**config.mk**
```make
export PLATFORM = sky130hd
export DESIGN_NAME = ex_muldiv_seq
export DESIGN_NICKNAME = d
export VERILOG_FILES = /design/src/rtl/ex_pkg.sv /design/src/rtl/muldiv_iter_core.sv /design/src/rtl/ex_muldiv_seq.sv
export SDC_FILE = /design/constraint.sdc
export NUM_CORES = 1
export LEC_CHECK = 0
export BUFFER_PORTS_ARGS = -buffer_cell sky130_fd_sc_hd__buf_4
export CELL_PAD_IN_SITES_DETAIL_PLACEMENT = 1
export CELL_PAD_IN_SITES_GLOBAL_PLACEMENT = 2
export CORE_MARGIN = 2
export CORE_UTILIZATION = 36
export CTS_BUF_LIST = sky130_fd_sc_hd__clkbuf_8
export DETAILED_ROUTE_END_ITERATION = 7
export GPL_ROUTABILITY_DRIVEN = 1
export PLACE_DENSITY = 0.82
export SLEW_MARGIN = 20
export SYNTH_ARGS = -nofsm -noshare
export SYNTH_HDL_FRONTEND = slang
export SYNTH_SLANG_ARGS = --single-unit
export TNS_END_PERCENT = 20
```
**constraint.sdc**
```tcl
create_clock -name clk -period 5.5 [get_ports clk]
set_input_delay 1.65 -clock clk [delete_from_list [all_inputs] [get_ports clk]]
set_output_delay 1.65 -clock clk [all_outputs]
set_load 0.005 [all_outputs]
```
**src/rtl/ex_pkg.sv**
```systemverilog
// Shared EX-stage constants for the RV32M multiply/divide sequencer:
// M-op funct3 codes, sequencer state encoding and special-case results.
package ex_pkg;

  localparam int XLEN       = 32;
  localparam int ITER_CNT_W = 6;

  localparam logic [2:0] F3_MUL    = 3'b000;
  localparam logic [2:0] F3_MULH   = 3'b001;
  localparam logic [2:0] F3_MULHSU = 3'b010;
  localparam logic [2:0] F3_MULHU  = 3'b011;
  localparam logic [2:0] F3_DIV    = 3'b100;
  localparam logic [2:0] F3_DIVU   = 3'b101;
  localparam logic [2:0] F3_REM    = 3'b110;
  localparam logic [2:0] F3_REMU   = 3'b111;

  localparam logic [1:0] ST_IDLE = 2'd0;
  localparam logic [1:0] ST_CALC = 2'd1;
  localparam logic [1:0] ST_FIX  = 2'd2;
  localparam logic [1:0] ST_DONE = 2'd3;

  localparam logic [31:0] DIV_BY_ZERO_Q = 32'hFFFFFFFF;
  localparam logic [31:0] DIV_OVF_Q     = 32'h80000000;

endpackage

```
**src/rtl/muldiv_iter_core.sv**
```systemverilog
// Per-cycle datapath: 64-bit accumulator stepping either an unsigned
// shift-add multiply or a restoring shift-subtract divide on magnitudes.
module muldiv_iter_core #(
  parameter int XLEN = 32
) (
  input  logic              clk,
  input  logic              rst_n,
  input  logic              load,
  input  logic              step,
  input  logic              is_div,
  input  logic [XLEN-1:0]   a,
  input  logic [XLEN-1:0]   b,
  output logic [2*XLEN-1:0] acc
);

  logic [XLEN:0]     sum;
  logic [XLEN:0]     rsh;
  logic              ge;
  logic [XLEN-1:0]   dif;
  logic [2*XLEN-1:0] acc_mul;
  logic [2*XLEN-1:0] acc_div;
  logic [2*XLEN-1:0] acc_nxt;

  // One multiply or divide iteration on the current accumulator
  always_comb begin
    sum     = {1'b0, acc[2*XLEN-1:XLEN]}
            + (acc[0] ? {1'b0, b} : '0);
    acc_mul = {sum, acc[XLEN-1:1]};
    rsh     = acc[2*XLEN-1:XLEN-1];
    ge      = rsh >= {1'b0, b};
    dif     = rsh[XLEN-1:0] - b;
    if (ge)
      acc_div = {dif, acc[XLEN-2:0], 1'b1};
    else
      acc_div = {rsh[XLEN-1:0], acc[XLEN-2:0], 1'b0};
    acc_nxt = is_div ? acc_div : acc_mul;
  end

  // Accumulator: {0, a} on load (multiplier/dividend in low half)
  always_ff @(posedge clk) begin
    if (!rst_n)
      acc <= '0;
    else if (load)
      acc <= {{XLEN{1'b0}}, a};
    else if (step)
      acc <= acc_nxt;
  end

endmodule

```
**src/rtl/ex_muldiv_seq.sv**
```systemverilog
// RV32M MUL/DIV/REM sequencer beside the EX ALU; stalls EX while iterating.
// Optional FAST_MUL_EN: MUL* ops use a single-cycle hard multiplier.
module ex_muldiv_seq #(
  parameter int XLEN       = ex_pkg::XLEN,
  parameter int ITER_CNT_W = ex_pkg::ITER_CNT_W
) (
  input  logic            clk,
  input  logic            rst_n,
  input  logic            start_in,
  input  logic [2:0]      funct3_in,
  input  logic [XLEN-1:0] op_a_in,
  input  logic [XLEN-1:0] op_b_in,
  input  logic            flush_in,
  output logic            stall_out,
  output logic            busy_out,
  output logic            done_out,
  output logic [XLEN-1:0] result_out
);

  import ex_pkg::*;

  logic [1:0]            state;
  logic [1:0]            state_nxt;
  logic [ITER_CNT_W-1:0] cnt;
  logic [2:0]            f3;
  logic [XLEN-1:0]       b_abs;
  logic                  res_neg;
  logic [2*XLEN-1:0]     acc;

  logic            is_div_in;
  logic            is_rem_in;
  logic            a_sgn;
  logic            b_sgn;
  logic            a_neg;
  logic            b_neg;
  logic [XLEN-1:0] a_abs_in;
  logic [XLEN-1:0] b_abs_in;
  logic            res_neg_in;
  logic            div_zero;
  logic            div_ovf;
  logic            special;
  logic [XLEN-1:0] special_res;
  logic            go_done;
  logic            accept;

  logic [2*XLEN-1:0] prod_fix;
  logic [XLEN-1:0]   div_val;
  logic [XLEN-1:0]   div_fix;
  logic [XLEN-1:0]   fix_res;

`ifdef FAST_MUL_EN
  logic signed [2*XLEN-1:0] fa;
  logic signed [2*XLEN-1:0] fb;
  logic signed [2*XLEN-1:0] fm;
  logic [XLEN-1:0]          fast_res;
`endif

  // Operand decode at issue: signedness, magnitudes, special cases
  always_comb begin
    is_div_in = funct3_in[2];
    is_rem_in = funct3_in[2] & funct3_in[1];
    a_sgn     = is_div_in ? ~funct3_in[0]
                          : (funct3_in != F3_MULHU);
    b_sgn     = is_div_in ? ~funct3_in[0]
                          : (funct3_in == F3_MUL ||
                             funct3_in == F3_MULH);
    a_neg     = a_sgn & op_a_in[XLEN-1];
    b_neg     = b_sgn & op_b_in[XLEN-1];
    a_abs_in  = a_neg ? -op_a_in : op_a_in;
    b_abs_in  = b_neg ? -op_b_in : op_b_in;
    res_neg_in = is_rem_in ? a_neg : (a_neg ^ b_neg);
    div_zero  = is_div_in && (op_b_in == '0);
    div_ovf   = is_div_in && !funct3_in[0] &&
                (op_a_in == DIV_OVF_Q) && (op_b_in == '1);
    special   = div_zero | div_ovf;
    if (div_zero)
      special_res = is_rem_in ? op_a_in : DIV_BY_ZERO_Q;
    else
      special_res = is_rem_in ? '0 : DIV_OVF_Q;
`ifdef FAST_MUL_EN
    go_done = special | ~is_div_in;
`else
    go_done = special;
`endif
    accept = (state == ST_IDLE) && start_in && !flush_in;
  end

`ifdef FAST_MUL_EN
  // Single-cycle 33x33 signed product for MUL* ops
  always_comb begin
    fa = {{XLEN{a_neg}}, op_a_in};
    fb = {{XLEN{b_neg}}, op_b_in};
    fm = fa * fb;
    fast_res = (funct3_in == F3_MUL) ? fm[XLEN-1:0]
                                     : fm[2*XLEN-1:XLEN];
  end
`endif

  // Sign fixup of the unsigned iteration result
  always_comb begin
    prod_fix = res_neg ? -acc : acc;
    div_val  = f3[1] ? acc[2*XLEN-1:XLEN] : acc[XLEN-1:0];
    div_fix  = res_neg ? -div_val : div_val;
    if (f3[2])
      fix_res = div_fix;
    else if (f3 == F3_MUL)
      fix_res = prod_fix[XLEN-1:0];
    else
      fix_res = prod_fix[2*XLEN-1:XLEN];
  end

  // Next-state: flush always returns to IDLE
  always_comb begin
    state_nxt = state;
    case (state)
      ST_IDLE: if (start_in)
                 state_nxt = go_done ? ST_DONE : ST_CALC;
      ST_CALC: if (cnt == ITER_CNT_W'(XLEN-1))
                 state_nxt = ST_FIX;
      ST_FIX:  state_nxt = ST_DONE;
      ST_DONE: state_nxt = ST_IDLE;
      default: state_nxt = ST_IDLE;
    endcase
    if (flush_in)
      state_nxt = ST_IDLE;
  end

  // State, op capture, iteration counter and result register
  always_ff @(posedge clk) begin
    if (!rst_n) begin
      state      <= ST_IDLE;
      cnt        <= '0;
      f3         <= '0;
      b_abs      <= '0;
      res_neg    <= 1'b0;
      result_out <= '0;
    end else begin
      state <= state_nxt;
      if (accept) begin
        f3      <= funct3_in;
        b_abs   <= b_abs_in;
        res_neg <= res_neg_in;
        cnt     <= '0;
      end else if (state == ST_CALC) begin
        cnt <= cnt + 1'b1;
      end
      if (accept && special)
        result_out <= special_res;
`ifdef FAST_MUL_EN
      else if (accept && !is_div_in)
        result_out <= fast_res;
`endif
      else if (state == ST_FIX && !flush_in)
        result_out <= fix_res;
    end
  end

  muldiv_iter_core #(
    .XLEN (XLEN)
  ) u_core (
    .clk    (clk),
    .rst_n  (rst_n),
    .load   (accept),
    .step   (state == ST_CALC),
    .is_div (f3[2]),
    .a      (a_abs_in),
    .b      (b_abs),
    .acc    (acc)
  );

  // EX is held from issue until the result is ready
  always_comb begin
    stall_out = ((state == ST_IDLE) && start_in) ||
                (state == ST_CALC) || (state == ST_FIX);
    busy_out  = (state != ST_IDLE);
    done_out  = (state == ST_DONE) && !flush_in;
  end

  a_no_start_busy: assert property (
    @(posedge clk) disable iff (!rst_n)
    !(start_in && (state == ST_CALC || state == ST_FIX)));

endmodule
```
==> impl_metrics.toml, run 1 <==
[status]
status = "completed"

[clocking]
tritoncts = "done"
cts_setup_buffers = 0
h-tree-depth = 4
cts.reportedPaths.clkPinSlew_ns = 0.09
cts_hold_buf = 0
cts-buffers-inserted = 17
numClockSinks = 140
cts.path.max_buffers = 2
cts-root-buf = "clkbuf_8"
clk_latency_ns = 0.52
ctsResizeCount = 0

[critical_path]
cp_max_fo = 15
ff2ff_setup_slack_ns = 1.00
critical-path-top-delay-family = "simple AND/OR/NAND/NOR gates"
path_buf_inv = 1
cp.required_ns = 5.90
slowest_stage = "nor4_1"
crit_chain = "buf_4 -> nor4_1 -> nand4_1 -> or3_1 -> or2_1 -> o21ai_2 -> xor2_1 -> a211oi_1 -> a2111oi_2 -> nor2_1"
critPathCaptureType = "flip-flop"
crit_path_start_kind = "flip-flop"
cp.arrival_ns = 4.89
worst_path_largest_cell_delay_ns = 0.81
critPathKind = "flip-flop to flip-flop"

[logic_synthesis]
syn-cell-area_um2 = 15500
synth_edf_count = 0
postSynthCellCount = 2207
ys_async_sr_fraction_pct = 0
synth_top_area_share_pct = 18.1
syn_area_per_cell_um2 = 7.01
yosysMostFrequentCell = "nand2_1"
ys_seq_area_share_pct = 18.1
synth_fp_nets = 2355
ys_ff_latch = 140
synth.distinct_cells = 82
synth_common_cells = "nand2_1 (283), o21ai_0 (202), nor2_1 (171), clkbuf_1 (158), a21oi_1 (148)"
netlist_top_cells_area = "dfxtp_1 (18%), nand2_1 (6.9%), o21ai_0 (6.5%)"
synth_flop_cell = "dfxtp_1"
ys_warn_count = 0
yosysTopAreaCell = "dfxtp_1"

[sta]
drv_slew = 0
min_period_over_period_pct = 81.7
setup_viol = 0
skew_ns = 0.0163
worst_slew_pin_slew_ns = 1.18
hold_violations = 0
fin_crit_ns = 4.50
rsz0062_at_grt = "no"
timing.fmax_mhz = 222
slew_headroom_pct = 21.5
setup_tns_ns = 0

[grt]
grt_first_pass_wirelength_um = 103000
grt_max_degree = 78
overflow = 0
gr-usage-all-layers_pct = 30.2
grt_pass1_vias = 17000
antenna_found_initial = 0
met3_usage_pct = 6.02
use_met2_pct = 44.8
grt.busiest_layer = "met2"
grt_use_met1_pct = 43.2

[job]
maxCapViolations = 0

[cells_and_area]
area_delta_synth_final_pct = 10.2
multi_input_area_um2 = 11700
final_cells = 2754
nFillCells = 5295
drive_above_1_share_pct = 10.7
regArea_um2 = 2810
fin_nets = 2349

[detailed_routing]
avgViaCountPerCell = 6.28
firstDrtPassIters = 5
routed_wl_um = 67900
num_vias = 17300
drc = 0
post_drt_wl_per_cell_um = 24.6
ant_nets = 0
drtIter0Drc = 1692

[place]
post-place-cells = 2721
place_congestion = 0.939
dp_hpwl_um = 51600
io_buffers = 105

[hold_path]
hp-class = "flip-flop to flip-flop"

[die]
core.rowCount = 75
ioPinCount = 106
die_h_um = 211
die_w_um = 211
core_um2 = 42100
start_util_pct = 36.7
fp.dieArea_um2 = 44600

[pwr]
power_density_nw_per_um2 = 207
peakVddDrop_v = 0.000182
leakagePower_nw = 7.02
p_total_w = 0.00353
==> registers in the layout (all words and copies together) (netlist names) <==
name,flops
b_abs,32
cnt,6
f3,3
res_neg,1
result_out,32
state,2
u_core.acc,64
==> metrics by stage <==
step | worst slack, ns | hold WS [ns] | instance area, um^2 | util, %
6_report | 1.00 | 0.503 | 17000 | 40.5
5_1_grt | 0.715 | 0.551 | 17000 | 40.4
4_1_cts | 1.11 | 0.509 | 17000 | 40.4
3_5_place_dp | 0.574 | 0.495 | 16600 | 39.5
3_3_place_gp | 0.668 | 0.483 | 16600 | 39.5
2_1_floorplan | 1.26 | 0.456 | 15500 | -
==> report_power, final <==
part           internal, W  switching, W  total, W
Clock             0.000452      0.000474  0.000926
Sequential         0.00106      0.000101   0.00117
Combinational     0.000535      0.000908   0.00144
==> path summary, 6_finish.rpt <==
check,startpoint,to,depth (start not counted)
worst max-delay path,u_core.acc[7]$_SDFFE_PN0P_,result_out[18]$_SDFFE_PN0P_,10
worst max register to register,u_core.acc[7]$_SDFFE_PN0P_,result_out[18]$_SDFFE_PN0P_,10
worst min-delay path,b_abs[0]$_SDFFE_PN0P_,b_abs[0]$_SDFFE_PN0P_,2
worst min register to register,b_abs[0]$_SDFFE_PN0P_,b_abs[0]$_SDFFE_PN0P_,2
==> cell type report <==
class | instances | area share, %
clock buffers | 18 | 1.45
repair buffers | 154 | 6.86
diodes | 2 | 0.0294
multi-input cells | 1819 | 68.8
well taps | 539 | 3.96
clock inverters | 13 | 0.896
flip-flops and latches | 140 | 16.5
inverters | 69 | 1.52
==> metal layers <==
layer,vias up,wire (um),share of wire (%)
met3,86,5450,8.0
li1,8015,-,-
met5,-,0,0
met2,627,28900,43
met4,0,2000,2.9
met1,8561,31500,46
==> cells in the final DEF, fill, tap and decap left out, drive strengths merged, types with 26 or more instances in the layout <==
cell type  Yosys  routed
inv           67      69
a31oi         36      36
o211ai        37      37
xnor2         97      97
o31ai         30      30
nor2         171     171
ha            75      75
nor3          76      76
mux2i         85      85
or3           30      30
buf           21     154
dfxtp        140     140
o211a         49      49
nand2        283     283
o21ai        204     204
xor2          62      62
nor4          26      26
nand4         30      30
a21oi        148     148
nand3         49      49
a21o          30      30
==> worst min-delay path, stage by stage, from the launching register on <==
cell	delay (ns)
dfxtp_1	0.34
nand2_1	0.06
a21boi_0	0.07
==> cell families (layout without fill, tap and decap cells) <==
group	count (synthesis)	after routing	synth area share (%)
flip-flops	140	140	18.1
AO/OA/AOI/OAI	700	700	29.9
adder cells (fa/ha/maj)	77	77	6.33
multiplexers	97	97	6.45
XOR/XNOR	159	159	9.01
AND/OR/NAND/NOR	786	786	24.0
buffers and inverters	248	254	6.17
other	0	2	0
No activity file was read; power rests on OpenSTA's default activity.
==> run 2: changes to the inputs <==
--- a/config.mk
+++ b/config.mk
@@ -5,15 +5,16 @@
 export SDC_FILE = /design/constraint.sdc
 export NUM_CORES = 1
 export LEC_CHECK = 0
+export ABC_AREA = 1
 export BUFFER_PORTS_ARGS = -buffer_cell sky130_fd_sc_hd__buf_4
 export CELL_PAD_IN_SITES_DETAIL_PLACEMENT = 1
 export CELL_PAD_IN_SITES_GLOBAL_PLACEMENT = 2
 export CORE_MARGIN = 2
-export CORE_UTILIZATION = 36
+export CORE_UTILIZATION = 30
 export CTS_BUF_LIST = sky130_fd_sc_hd__clkbuf_8
 export DETAILED_ROUTE_END_ITERATION = 7
 export GPL_ROUTABILITY_DRIVEN = 1
-export PLACE_DENSITY = 0.82
+export PLACE_DENSITY = 0.79
 export SLEW_MARGIN = 20
 export SYNTH_ARGS = -nofsm -noshare
 export SYNTH_HDL_FRONTEND = slang
==> constraint.sdc (replaced) <==
create_clock -name clk -period 3.65 [get_ports clk]
set_input_delay 1.095 -clock clk [delete_from_list [all_inputs] [get_ports clk]]
set_output_delay 1.095 -clock clk [all_outputs]
set_load 0.005 [all_outputs]
==> impl_metrics.toml, run 2 <==
[place]
post-place-cells = 4041
place_congestion = 1.03
io_buffers = 105
placed_cell_area_um2 = 19400
place_worst_setup_slack_ns = -0.0213
dp_hpwl_um = 82600

[critical_path]
critPathKind = "flip-flop to flip-flop"
path_buf_inv = 3
crit_chain = "inv_1 -> ha_1 -> a21oi_1 -> o21ai_1 -> a21oi_1 -> nand2_2 -> nand2_2 -> nand2_4 -> buf_4 -> nor2_4 -> nand2_1 -> o211ai_1 -> nand2_1 -> inv_1"
cp_max_fo = 18
cp.arrival_ns = 3.76
critical-path-top-delay-family = "simple AND/OR/NAND/NOR gates"
worst_path_largest_cell_delay_ns = 0.51
critPathCaptureType = "flip-flop"
crit_path_start_kind = "flip-flop"
slowest_stage = "dfxtp_1"
cp.required_ns = 4.16

[grt]
grt_first_pass_wirelength_um = 148000
met3_usage_pct = 6.48
grt.busiest_layer = "met2"
grt_max_degree = 62
gr-usage-all-layers_pct = 33.0
grt_pass1_vias = 22500
antenna_found_initial = 4
use_met2_pct = 50.0
overflow = 0
grt_use_met1_pct = 46.9

[clocking]
cts-buffers-inserted = 17
h-tree-depth = 4
cts_hold_buf = 0
tritoncts = "done"
cts.path.max_buffers = 2
cts-root-buf = "clkbuf_8"
cts_setup_buffers = 0
numClockSinks = 140
ctsResizeCount = 0
cts.reportedPaths.clkPinSlew_ns = 0.10
clk_latency_ns = 0.58

[sta]
slew_headroom_pct = 27.0
skew_ns = 0.0343
worst_slew_pin_slew_ns = 1.10
setup_viol = 0
hold_violations = 0
rsz0062_at_grt = "no"
fin_ws_ns = 0.399
timing.fmax_mhz = 308
fin_crit_ns = 3.25
drv_slew = 0
min_period_over_period_pct = 89.1

[cells_and_area]
regArea_um2 = 2810
top_register = "u_core.acc"
nFillCells = 7945
drive_above_1_share_pct = 9.73
layout_commonest_cell = "nand2_1"
largest_register_ffs = 64
area_delta_synth_final_pct = 12.8
final_area_um2 = 19800
final_cells = 4077
fin_nets = 3443
multi_input_area_um2 = 12700
reg_top3 = "u_core.acc: 64 flops, b_abs: 32 flops, result_out: 32 flops"
layout_common_cells = "nand2_1 (898), inv_1 (379), nor2_1 (347), nand3_1 (289), a21oi_1 (288)"

[detailed_routing]
drtIter0Drc = 2204
avgViaCountPerCell = 5.65
post_drt_wl_per_cell_um = 24.7
firstDrtPassIters = 6
ant_nets = 0
routed_wl_um = 101000
drc = 0
num_vias = 23000

[logic_synthesis]
ys_seq_area_share_pct = 16.0
ys_async_sr_fraction_pct = 0
synth_top_area_share_pct = 19.2
syn_area_per_cell_um2 = 5.47
synth_flop_cell = "dfxtp_1"
synth_fp_nets = 3357
synth_edf_count = 0
ys_ff_latch = 140
synth.distinct_cells = 54
yosysMostFrequentCell = "nand2_1"
yosysTopAreaCell = "nand2_1"
netlist_top_cells_area = "nand2_1 (19%), dfxtp_1 (16%), nand3_1 (8.2%)"
postSynthCellCount = 3209
ys_warn_count = 0
synth_common_cells = "nand2_1 (898), inv_1 (377), nor2_1 (349), nand3_1 (289), a21oi_1 (288)"
syn-cell-area_um2 = 17500

[pwr]
peakVddDrop_v = 0.000239
power_density_nw_per_um2 = 329
p_total_w = 0.00651
leakagePower_nw = 9.66

[die]
ioPinCount = 106
die_w_um = 246
fp.dieArea_um2 = 60400
core_um2 = 57800
die_h_um = 246
start_util_pct = 30.3
core.rowCount = 88

[job]
maxCapViolations = 0

[hold_path]
hp-class = "flip-flop to flip-flop"

[status]
status = "completed"
-- run 2: final timing paths --
kind                          startpoint                           to  slack, ns  depth (start not counted)
setup / recovery  b_abs[12]$_SDFFE_PN0P_  u_core.acc[36]$_SDFFE_PP0P_       0.40                         14
hold / removal       cnt[5]$_SDFFE_PP0P_          cnt[5]$_SDFFE_PP0P_       0.48                          2
hold reg to reg      cnt[5]$_SDFFE_PP0P_          cnt[5]$_SDFFE_PP0P_       0.48                          2
setup reg to reg  b_abs[12]$_SDFFE_PN0P_  u_core.acc[36]$_SDFFE_PP0P_       0.40                         14
-- run 2: cell type report --
cell class,instances,area share (%)
clock buffers,17,1.18
multi-input cells,2556,64.0
diodes,4,0.0506
flip-flops and latches,140,14.2
repair buffers,187,7.41
clock inverters,15,0.866
inverters,393,7.46
well taps,765,4.84
-- run 2: report_power, final --
| group | internal, W | switching, W |
|---|---|---|
| sequential | 0.00161 | 0.000158 |
| combinational | 0.000937 | 0.00233 |
| clock | 0.000674 | 0.000805 |
-- run 2: per-stage QoR --
stage | setup TNS (ns) | utilization (%) | hold slack, ns
floorplan | 0 | - | 0.441
global placement | 0 | 33.5 | 0.462
detailed placement | -0.0332 | 33.5 | 0.474
CTS | 0 | 34.2 | 0.488
global route | 0 | 34.2 | 0.534
finish | 0 | 34.2 | 0.481
-- run 2: kinds of logic (layout without fill, tap and decap cells) --
kind of cell	Yosys count	in the layout	synth area share [%]
buffers and inverters	513	612	11.9
other	0	4	0
DFF	140	140	16.0
and+or+nand+nor	1744	1744	42.8
xor gates and xnor gates	51	51	2.55
adders and majority gates	77	77	5.58
AOI/OAI and AO/OA	684	684	21.2
-- run 2: worst min-delay path, stage by stage (launching register included) --
cell     delay [ns]
dfxtp_1        0.31
inv_1          0.07
a21oi_1        0.06
-- run 2: layer usage --
layer	up-vias	wire length, um
met5	-	10
met4	2	2720
met3	133	9140
met2	925	42800
met1	11200	46300
li1	10700	-
==> run 3: changes to the inputs <==
--- a/config.mk
+++ b/config.mk
@@ -15,6 +15,7 @@
 export DETAILED_ROUTE_END_ITERATION = 7
 export GPL_ROUTABILITY_DRIVEN = 1
 export PLACE_DENSITY = 0.79
+export REMOVE_ABC_BUFFERS = 1
 export SLEW_MARGIN = 20
 export SYNTH_ARGS = -nofsm -noshare
 export SYNTH_HDL_FRONTEND = slang
==> impl_metrics.toml, run 3 (synthesis results as in run 2) <==
[detailed_routing]
drtIter0Drc = 1956
ant_nets = 0
routed_wl_um = 96900
num_vias = 22800
post_drt_wl_per_cell_um = 23.8
avgViaCountPerCell = 5.59
firstDrtPassIters = 5
drc = 0

[hold_path]
hp-class = "flip-flop to flip-flop"
min_from = "b_abs[27]$_SDFFE_PN0P_"
hold_depth = 2

[die]
fp.dieArea_um2 = 60400
ioPinCount = 106
die_w_um = 246
core_um2 = 57800
die_h_um = 246
core.rowCount = 88
start_util_pct = 30.3

[grt]
grt_max_degree = 103
antenna_found_initial = 3
grt_first_pass_wirelength_um = 144000
grt_pass1_vias = 22500
overflow = 0
gr-usage-all-layers_pct = 31.7

[place]
post-place-cells = 4047
placed_cell_area_um2 = 19400
dp_hpwl_um = 79400
io_buffers = 105
place_congestion = 0.989

[critical_path]
worstSetupEndpoint = "u_core.acc[58]$_SDFFE_PP0P_"
crit_chain = "inv_1 -> ha_1 -> nand2_1 -> nor2_1 -> nand3_1 -> nor2_1 -> nand2_1 -> nor2_2 -> nor2_2 -> nand2_4 -> buf_4 -> nand3_1 -> nand2_1 -> nand3_1 -> nand2_1 -> inv_1"
r2r-end = "u_core.acc[58]$_SDFFE_PP0P_"
cp-startpoint = "b_abs[4]$_SDFFE_PN0P_"
cp.required_ns = 4.12
critPathCaptureType = "flip-flop"
slowest_stage = "dfxtp_1"
ff2ff_setup_slack_ns = 0.37
cp.arrival_ns = 3.75
r2r-start = "b_abs[4]$_SDFFE_PN0P_"
crit_path_start_kind = "flip-flop"
path_common_cell = "nand2_1"
worst_path_largest_cell_delay_ns = 0.49
cp_max_fo = 11
r2r.worst_path.cells = 16
critPathKind = "flip-flop to flip-flop"

[job]
maxCapViolations = 0

[cells_and_area]
reg_top3 = "u_core.acc: 64 flops, b_abs: 32 flops, result_out: 32 flops"
layout_common_cells = "nand2_1 (898), inv_1 (377), nor2_1 (347), nand3_1 (289), a21oi_1 (288)"
layout_commonest_cell = "nand2_1"
drive_above_1_share_pct = 9.93
final_cells = 4080
final_area_um2 = 19900
largest_register_ffs = 64
top_register = "u_core.acc"
fin_nets = 3449
nFillCells = 7918
area_delta_synth_final_pct = 13.4
fin_util_pct = 34.4

[clocking]
cts_hold_buf = 0
tritoncts = "done"
h-tree-depth = 4
cts.path.max_buffers = 2
cts.reportedPaths.clkPinSlew_ns = 0.09
numClockSinks = 140
cts_setup_buffers = 0
cts-root-buf = "clkbuf_8"
ctsResizeCount = 0
clk_latency_ns = 0.58
cts-buffers-inserted = 17

[sta]
timing.fmax_mhz = 305
setup_viol = 0
hold_violations = 0
min_period_over_period_pct = 89.9
drv_slew = 0
skew_ns = 0.0223
rsz0062_at_grt = "no"
slew_headroom_pct = 44.5
fin_crit_ns = 3.28
worst_slew_pin_slew_ns = 0.824
whs_ns = 0.486

[status]
status = "completed"

[pwr]
power_density_nw_per_um2 = 328
p_total_w = 0.00652
peakVddDrop_v = 0.000268
leakagePower_nw = 9.72
[run 3: per-stage QoR]
stage          worst slack [ns]  TNS, ns
5_1_grt                   0.257        0
4_1_cts                   0.444        0
2_1_floorplan            -0.550   -14.24
3_3_place_gp            0.00926        0
3_5_place_dp             -0.185    -4.05
6_report                  0.368        0
[run 3: layout make-up]
cell class / count / area [um^2] / share of cell area [%]
antenna: 1 / 2.50 / 0.0126
clock buffer: 19 / 262 / 1.31
clock inverter: 13 / 179 / 0.900
inverter: 393 / 1480 / 7.42
multi-input combinational: 2556 / 12700 / 63.7
sequential: 140 / 2810 / 14.1
tap: 765 / 957 / 4.81
timing repair buffer: 193 / 1540 / 7.73
[run 3: metal layers]
metal	global-route usage [%]	up-vias	wire length, um
met3	3.78	112	5440
met4	9.84	0	2670
met1	46.0	11200	47300
met5	0	-	0
li1	-	10700	-
met2	48.5	711	41500
[run 3: worst min-delay path by stage]
stage / end / slack (ns)
floorplan: b_abs[2]$_SDFFE_PN0P_ / 0.44
global placement: cnt[5]$_SDFFE_PP0P_ / 0.46
detailed placement: b_abs[27]$_SDFFE_PN0P_ / 0.48
CTS: b_abs[27]$_SDFFE_PN0P_ / 0.49
global route: b_abs[27]$_SDFFE_PN0P_ / 0.54
finish: b_abs[27]$_SDFFE_PN0P_ / 0.49
[run 3: worst max-delay path: cells and delay by family, from the launching register on]
family                     cells  cell delay (ns)
adders and majority gates      1             0.39
DFF                            1             0.49
buffers and inverters          3             0.50
and+or+nand+nor               12             1.75
[run 3: where the power goes]
part	internal, W	switching, W	leakage, nW	total [W]
registers	0.00161	0.000151	1.14	0.00176
logic	0.000936	0.00227	8.35	0.00320
clock network	0.000730	0.000822	0.220	0.00155
